### src/rtl/host_cmd_master.sv
`default_nettype none
// ============================================================================
// Module   : host_cmd_master
// Purpose  : Serialises one parallel command into a UART byte frame, then
//            collects the 1- or 2-byte reply and returns it in parallel.
// Revision : 1.0 - initial release
// ============================================================================
module host_cmd_master #(
    parameter int                         data_width     = 8,
    parameter int                         addre_width    = 4,
    parameter int                         alu_func_width = 4,
    parameter int                         timeout_width  = 16,
    parameter logic [timeout_width-1:0]   timeout_cycles = {timeout_width{1'b1}}
) (
    input  logic                          clk,
    input  logic                          rst,
    input  logic                          cmd_valid,
    output logic                          cmd_ready,
    input  logic [1:0]                    cmd_op,
    input  logic [addre_width-1:0]        cmd_addr,
    input  logic [data_width-1:0]         cmd_wdata,
    input  logic [data_width-1:0]         cmd_opa,
    input  logic [data_width-1:0]         cmd_opb,
    input  logic [alu_func_width-1:0]     cmd_func,
    output logic [data_width-1:0]         tx_p_data,
    output logic                          tx_d_valid,
    input  logic                          tx_ready,
    input  logic [data_width-1:0]         rx_p_data,
    input  logic                          rx_d_valid,
    output logic [2*data_width-1:0]       rsp_data,
    output logic                          rsp_valid,
    output logic                          cmd_done,
    output logic                          cmd_err
);

    localparam logic [data_width-1:0]    c_OP_WR   = data_width'(8'hAA);
    localparam logic [data_width-1:0]    c_OP_RD   = data_width'(8'hBB);
    localparam logic [data_width-1:0]    c_OP_ALU  = data_width'(8'hCC);
    localparam logic [data_width-1:0]    c_OP_ALUN = data_width'(8'hDD);
    localparam logic [timeout_width-1:0] c_TMO_ONE = timeout_width'(1);

    typedef enum logic [1:0] {
        S_IDLE     = 2'd0,
        S_SEND     = 2'd1,
        S_WAIT_RSP = 2'd2,
        S_DONE     = 2'd3
    } state_t;

    state_t                     r_state;
    state_t                     w_next_state;

    logic [data_width-1:0]      r_frame [4];
    logic [1:0]                 r_last_idx;
    logic [1:0]                 r_byte_idx;
    logic [1:0]                 r_rsp_len;
    logic [1:0]                 r_rsp_cnt;
    logic [timeout_width-1:0]   r_tmo_cnt;
    logic [data_width-1:0]      r_tx_p_data;
    logic                       r_tx_d_valid;
    logic [2*data_width-1:0]    r_rsp_data;
    logic                       r_rsp_valid;
    logic                       r_cmd_done;
    logic                       r_cmd_err;

    logic [data_width-1:0]      w_frame [4];
    logic [1:0]                 w_last_idx;
    logic [1:0]                 w_rsp_len;
    logic                       w_accept;
    logic                       w_tx_hs;
    logic                       w_tx_last;
    logic                       w_rx_byte;
    logic                       w_rsp_full;
    logic [timeout_width-1:0]   w_tmo_next;
    logic                       w_timeout;

    // Frame layout and expected reply length, decoded from the live command.
    always_comb begin
        w_frame[0] = c_OP_WR;
        w_frame[1] = '0;
        w_frame[2] = '0;
        w_frame[3] = '0;
        w_last_idx = 2'd2;
        w_rsp_len  = 2'd0;
        case (cmd_op)
            2'd0: begin
                w_frame[0] = c_OP_WR;
                w_frame[1] = data_width'(cmd_addr);
                w_frame[2] = cmd_wdata;
                w_last_idx = 2'd2;
                w_rsp_len  = 2'd0;
            end
            2'd1: begin
                w_frame[0] = c_OP_RD;
                w_frame[1] = data_width'(cmd_addr);
                w_last_idx = 2'd1;
                w_rsp_len  = 2'd1;
            end
            2'd2: begin
                w_frame[0] = c_OP_ALU;
                w_frame[1] = cmd_opa;
                w_frame[2] = cmd_opb;
                w_frame[3] = data_width'(cmd_func);
                w_last_idx = 2'd3;
                w_rsp_len  = 2'd2;
            end
            default: begin
                w_frame[0] = c_OP_ALUN;
                w_frame[1] = data_width'(cmd_func);
                w_last_idx = 2'd1;
                w_rsp_len  = 2'd2;
            end
        endcase
    end

    assign w_accept   = cmd_valid & (r_state == S_IDLE);
    assign w_tx_hs    = r_tx_d_valid & tx_ready;
    assign w_tx_last  = w_tx_hs & (r_byte_idx == r_last_idx);
    // Reply bytes only count while waiting; stray bytes elsewhere are dropped.
    assign w_rx_byte  = rx_d_valid & (r_state == S_WAIT_RSP);
    assign w_rsp_full = w_rx_byte & ((r_rsp_cnt + 2'd1) == r_rsp_len);
    assign w_tmo_next = r_tmo_cnt + c_TMO_ONE;
    assign w_timeout  = (r_state == S_WAIT_RSP) & ~rx_d_valid & (w_tmo_next == timeout_cycles);

    always_comb begin
        w_next_state = r_state;
        case (r_state)
            S_IDLE:     if (w_accept) w_next_state = S_SEND;
            S_SEND:     if (w_tx_last) w_next_state = (r_rsp_len == 2'd0) ? S_DONE : S_WAIT_RSP;
            S_WAIT_RSP: if (w_rsp_full || w_timeout) w_next_state = S_DONE;
            S_DONE:     w_next_state = S_IDLE;
            default:    w_next_state = S_IDLE;
        endcase
    end

    always_ff @(posedge clk) begin
        if (!rst) begin
            r_state      <= S_IDLE;
            r_frame      <= '{default: '0};
            r_last_idx   <= 2'd0;
            r_byte_idx   <= 2'd0;
            r_rsp_len    <= 2'd0;
            r_rsp_cnt    <= 2'd0;
            r_tmo_cnt    <= '0;
            r_tx_p_data  <= '0;
            r_tx_d_valid <= 1'b0;
            r_rsp_data   <= '0;
            r_rsp_valid  <= 1'b0;
            r_cmd_done   <= 1'b0;
            r_cmd_err    <= 1'b0;
        end else begin
            r_state     <= w_next_state;
            r_rsp_valid <= w_rsp_full;
            r_cmd_done  <= (w_next_state == S_DONE);
            r_cmd_err   <= w_timeout;

            if (w_accept) begin
                r_frame      <= w_frame;
                r_last_idx   <= w_last_idx;
                r_rsp_len    <= w_rsp_len;
                r_byte_idx   <= 2'd0;
                r_tx_p_data  <= w_frame[0];
                r_tx_d_valid <= 1'b1;
                r_rsp_data   <= '0;
            end

            if (w_tx_hs) begin
                if (w_tx_last) begin
                    r_tx_d_valid <= 1'b0;
                    r_rsp_cnt    <= 2'd0;
                    r_tmo_cnt    <= '0;
                end else begin
                    r_byte_idx  <= r_byte_idx + 2'd1;
                    r_tx_p_data <= r_frame[r_byte_idx + 2'd1];
                end
            end

            // Reply assembled LSB-first; a timeout keeps whatever arrived.
            if (r_state == S_WAIT_RSP) begin
                if (w_rx_byte) begin
                    if (r_rsp_cnt == 2'd0) begin
                        r_rsp_data[data_width-1:0] <= rx_p_data;
                    end else begin
                        r_rsp_data[2*data_width-1:data_width] <= rx_p_data;
                    end
                    r_rsp_cnt <= r_rsp_cnt + 2'd1;
                    r_tmo_cnt <= '0;
                end else begin
                    r_tmo_cnt <= w_tmo_next;
                end
            end
        end
    end

    assign cmd_ready  = (r_state == S_IDLE);
    assign tx_p_data  = r_tx_p_data;
    assign tx_d_valid = r_tx_d_valid;
    assign rsp_data   = r_rsp_data;
    assign rsp_valid  = r_rsp_valid;
    assign cmd_done   = r_cmd_done;
    assign cmd_err    = r_cmd_err;

endmodule
`default_nettype wire

### config.mk
export PLATFORM = sky130hd
export DESIGN_NAME = host_cmd_master
export DESIGN_NICKNAME = d
export VERILOG_FILES = /design/src/rtl/host_cmd_master.sv
export SDC_FILE = /design/constraint.sdc
export NUM_CORES = 1
export LEC_CHECK = 0
export CAP_MARGIN = 20
export CORE_MARGIN = 8
export CORE_UTILIZATION = 35
export DETAILED_ROUTE_END_ITERATION = 12
export MAX_ROUTING_LAYER = met4
export RECOVER_POWER = 100
export SLEW_MARGIN = 20
export SYNTH_ARGS = -nofsm -noshare
export SYNTH_HDL_FRONTEND = slang
export SYNTH_SLANG_ARGS = --single-unit
### constraint.sdc
create_clock -name clk -period 5.3 [get_ports clk]
set_input_delay 1.06 -clock clk [delete_from_list [all_inputs] [get_ports clk]]
set_output_delay 1.06 -clock clk [all_outputs]
set_load 0.05 [all_outputs]
==> flow_summary.json <==
{
  "min_path_type": "reg2reg",
  "grtUsageTotal_pct": 14.77,
  "routed_wl_um": 10300,
  "rsz0062_at_grt": "false",
  "finClkSkew_ns": 0.008723,
  "antenna_found_initial": 1,
  "setup_tns_ns": 0,
  "nFillCells": 1017,
  "path_cells": "dlygate4sd3_1 > inv_1 > clkbuf_1 > nor4_1",
  "drtAntennaViolNets": 0,
  "cts_buffers": 9,
  "yosysTopAreaCell": "dfxtp_1",
  "cp_top_family": "buffers and inverters",
  "multi_input_area_um2": 1991,
  "synth_top_area_share_pct": 41.92,
  "min_period_ns": 3.820,
  "core_area_um2": 10320,
  "first_iter_violations": 177,
  "ys.flop_type": "dfxtp_1",
  "final_nets": 563,
  "die_area_um2": 14200,
  "io_pins": 76,
  "fin_util_pct": 46.02,
  "layout_commonest_cell": "dfxtp_1",
  "cp-start-kind": "primary input",
  "critPathBufInv": 3,
  "ctsHoldBuffers": 0,
  "synth.distinct_cells": 52,
  "regArea_um2": 1562,
  "num_vias": 3522,
  "start_util_pct": 36.08,
  "syn_avg_cell_area_um2": 8.080,
  "cpMaxStageDelayCell": "clkbuf_1",
  "power.static_leakage_nw": 1.697,
  "async_reset_ff_share_pct": 0,
  "overflow": 0,
  "syn_to_final_growth_pct": 27.54,
  "final_cells": 655,
  "die_w_um": 119.2,
  "maxCapViolCount": 2,
  "pre_cts_ws_ns": 2.097,
  "synth_cells": 461,
  "cts_resized": 0,
  "dr.pass1.iters": 6,
  "dpl.hpwl_um": 7080,
  "cp_num_cells": 4,
  "syn_area_um2": 3725,
  "power_density_nw_per_um2": 279.1,
  "r2r_cells": 5,
  "whs_path_depth": 2,
  "worst_ep_arrival_time_ns": 3.99,
  "hold_viol": 0,
  "synth_edf_count": 0,
  "power_mw": 1.326,
  "cts.sinks": 78,
  "design_area_um2": 4751,
  "gp_congestion": 0.8916,
  "cts.path.max_buffers": 2,
  "hold_slack_ns": 0.4549,
  "post-cts-setup-buffers": 0,
  "clock.fmax_ghz": 0.2618,
  "violations": "capacitance limit, slew limit",
  "drc": 0,
  "critical_path_class": "in2reg",
  "setup_viol_count_final": 0,
  "setup_ws_ns": 1.480,
  "worst_pin_slew_ns": 1.925,
  "dpl.cell_count": 638,
  "cts_tree": "built",
  "ys_seq_area_share_pct": 41.92,
  "max_slew_margin_pct": -28.64,
  "fp-row-count": 37,
  "synth-seq-cells": 78,
  "maxSlewViolCount": 98,
  "critPathMaxStageDelay_ns": 1.19,
  "worstPathRequired_ns": 5.47,
  "outcome": "complete, but fails checks",
  "grt_pass1_wl_um": 16910,
  "cp_max_fo": 38,
  "cts_root_buffer": "clkbuf_8",
  "htreeDepth": 3,
  "clk_latency_ns": 0.36,
  "clk_pin_slew_ns": 0.08,
  "post_drt_wl_per_cell_um": 15.73,
  "grt_pass1_vias": 3446,
  "port_buffers": 75,
  "ys.warnings.count": 0,
  "drive_above_1_share_pct": 5.405,
  "critPathCaptureType": "flop",
  "grt_max_degree": 61,
  "via_per_inst": 5.377,
  "layout_common_cells": "78 x dfxtp_1, 63 x a21oi_1, 49 x nand2_1, 42 x nor2_1, 42 x clkdlybuf4s50_1",
  "die_h_um": 119.2,
  "fin_crit_sh_pct": 72.07,
  "yosys-top-cells-area": "dfxtp_1 42%, a21oi_1 8.5%, nand2_1 4.9%",
  "peakVddDrop_mv": 0.1428,
  "synth_nets": 511,
  "place_area_um2": 4518
}
## final cells by class
| type | count | area share, % |
|---|---|---|
| tap | 136 | 3.582 |
| multi-input combinational | 340 | 41.90 |
| clock buffer | 10 | 2.686 |
| clock inverter | 6 | 2.318 |
| inverter | 7 | 0.5531 |
| sequential | 78 | 32.87 |
| antenna | 1 | 0.05267 |
| timing repair buffer | 77 | 16.04 |
## tightest hold or removal path, cell delays in order (launching register included)
cell and delay, ns:
dfxtp_1 0.31, nand2_1 0.05, a21oi_1 0.05
## registers in the layout, summed over array words and instances (netlist names), 2 cells and up
signal      count
r_byte_idx      2
r_rsp_len       2
r_frame        24
r_tmo_cnt      16
rsp_data       16
r_state         2
r_rsp_cnt       2
r_last_idx      2
tx_p_data       8
## synthesized netlist by cell type (2+ instances only)
cell and n:
a211oi_1 6, a21boi_0 2, a21o_1 2, a21oi_1 63, a221oi_1 4, a311oi_1 7, a31oi_1 3, a41oi_1 2
and2_1 4, and3_1 7, and4_1 3, buf_1 3, buf_2 2, clkbuf_1 30, dfxtp_1 78, ha_1 3
inv_1 6, mux2_2 4, mux2i_1 12, mux4_2 4, nand2_1 49, nand2b_1 3, nand3_1 34, nand3b_1 5
nand4_1 5, nand4b_1 4, nor2_1 42, nor2b_1 3, nor3_1 27, nor4_1 2, o21a_1 4, o21ai_0 15
o22ai_1 2, xor2_1 3
## power by group
| part | switching, mW | internal (mW) |
|---|---|---|
| combinational | 0.0992 | 0.0689 |
| clock | 0.227 | 0.312 |
| sequential | 0.0135 | 0.605 |
## cell families (layout without fill, tap and decap cells)
| kind of cell | Yosys count | count (layout) | synth area share [%] |
|---|---|---|---|
| AND/OR/NAND/NOR | 194 | 194 | 25.29 |
| other | 0 | 1 | 0 |
| adder cells (fa/ha/maj) | 3 | 3 | 1.008 |
| XOR/XNOR | 4 | 4 | 0.9407 |
| flip-flops | 78 | 78 | 41.92 |
| multiplexers | 20 | 20 | 6.853 |
| AO/OA/AOI/OAI | 119 | 119 | 19.38 |
| buffers and inverters | 43 | 100 | 4.602 |
## per-layer routing
metal	vias to the layer above	GRT usage (%)	wire length (um)
met2	77	22.69	4733
li1	1772	-	-
met1	1659	19.12	5019
met5	-	-	0
met4	0	5.138	134
met3	14	2.598	412
## path summary, 6_finish.rpt
path | to | slack (ns) | from
hold / removal | r_frame[0]$_SDFFE_PN0P_ | 0.45 | r_frame[0]$_SDFFE_PN0P_
setup / recovery | rsp_valid$_SDFF_PN0_ | 1.48 | rst
setup reg to reg | r_frame[13]$_SDFFE_PN0P_ | 2.60 | r_state[0]$_SDFF_PN0_
hold reg to reg | r_frame[0]$_SDFFE_PN0P_ | 0.45 | r_frame[0]$_SDFFE_PN0P_
Note: power is estimated with default switching activity, not from simulation.
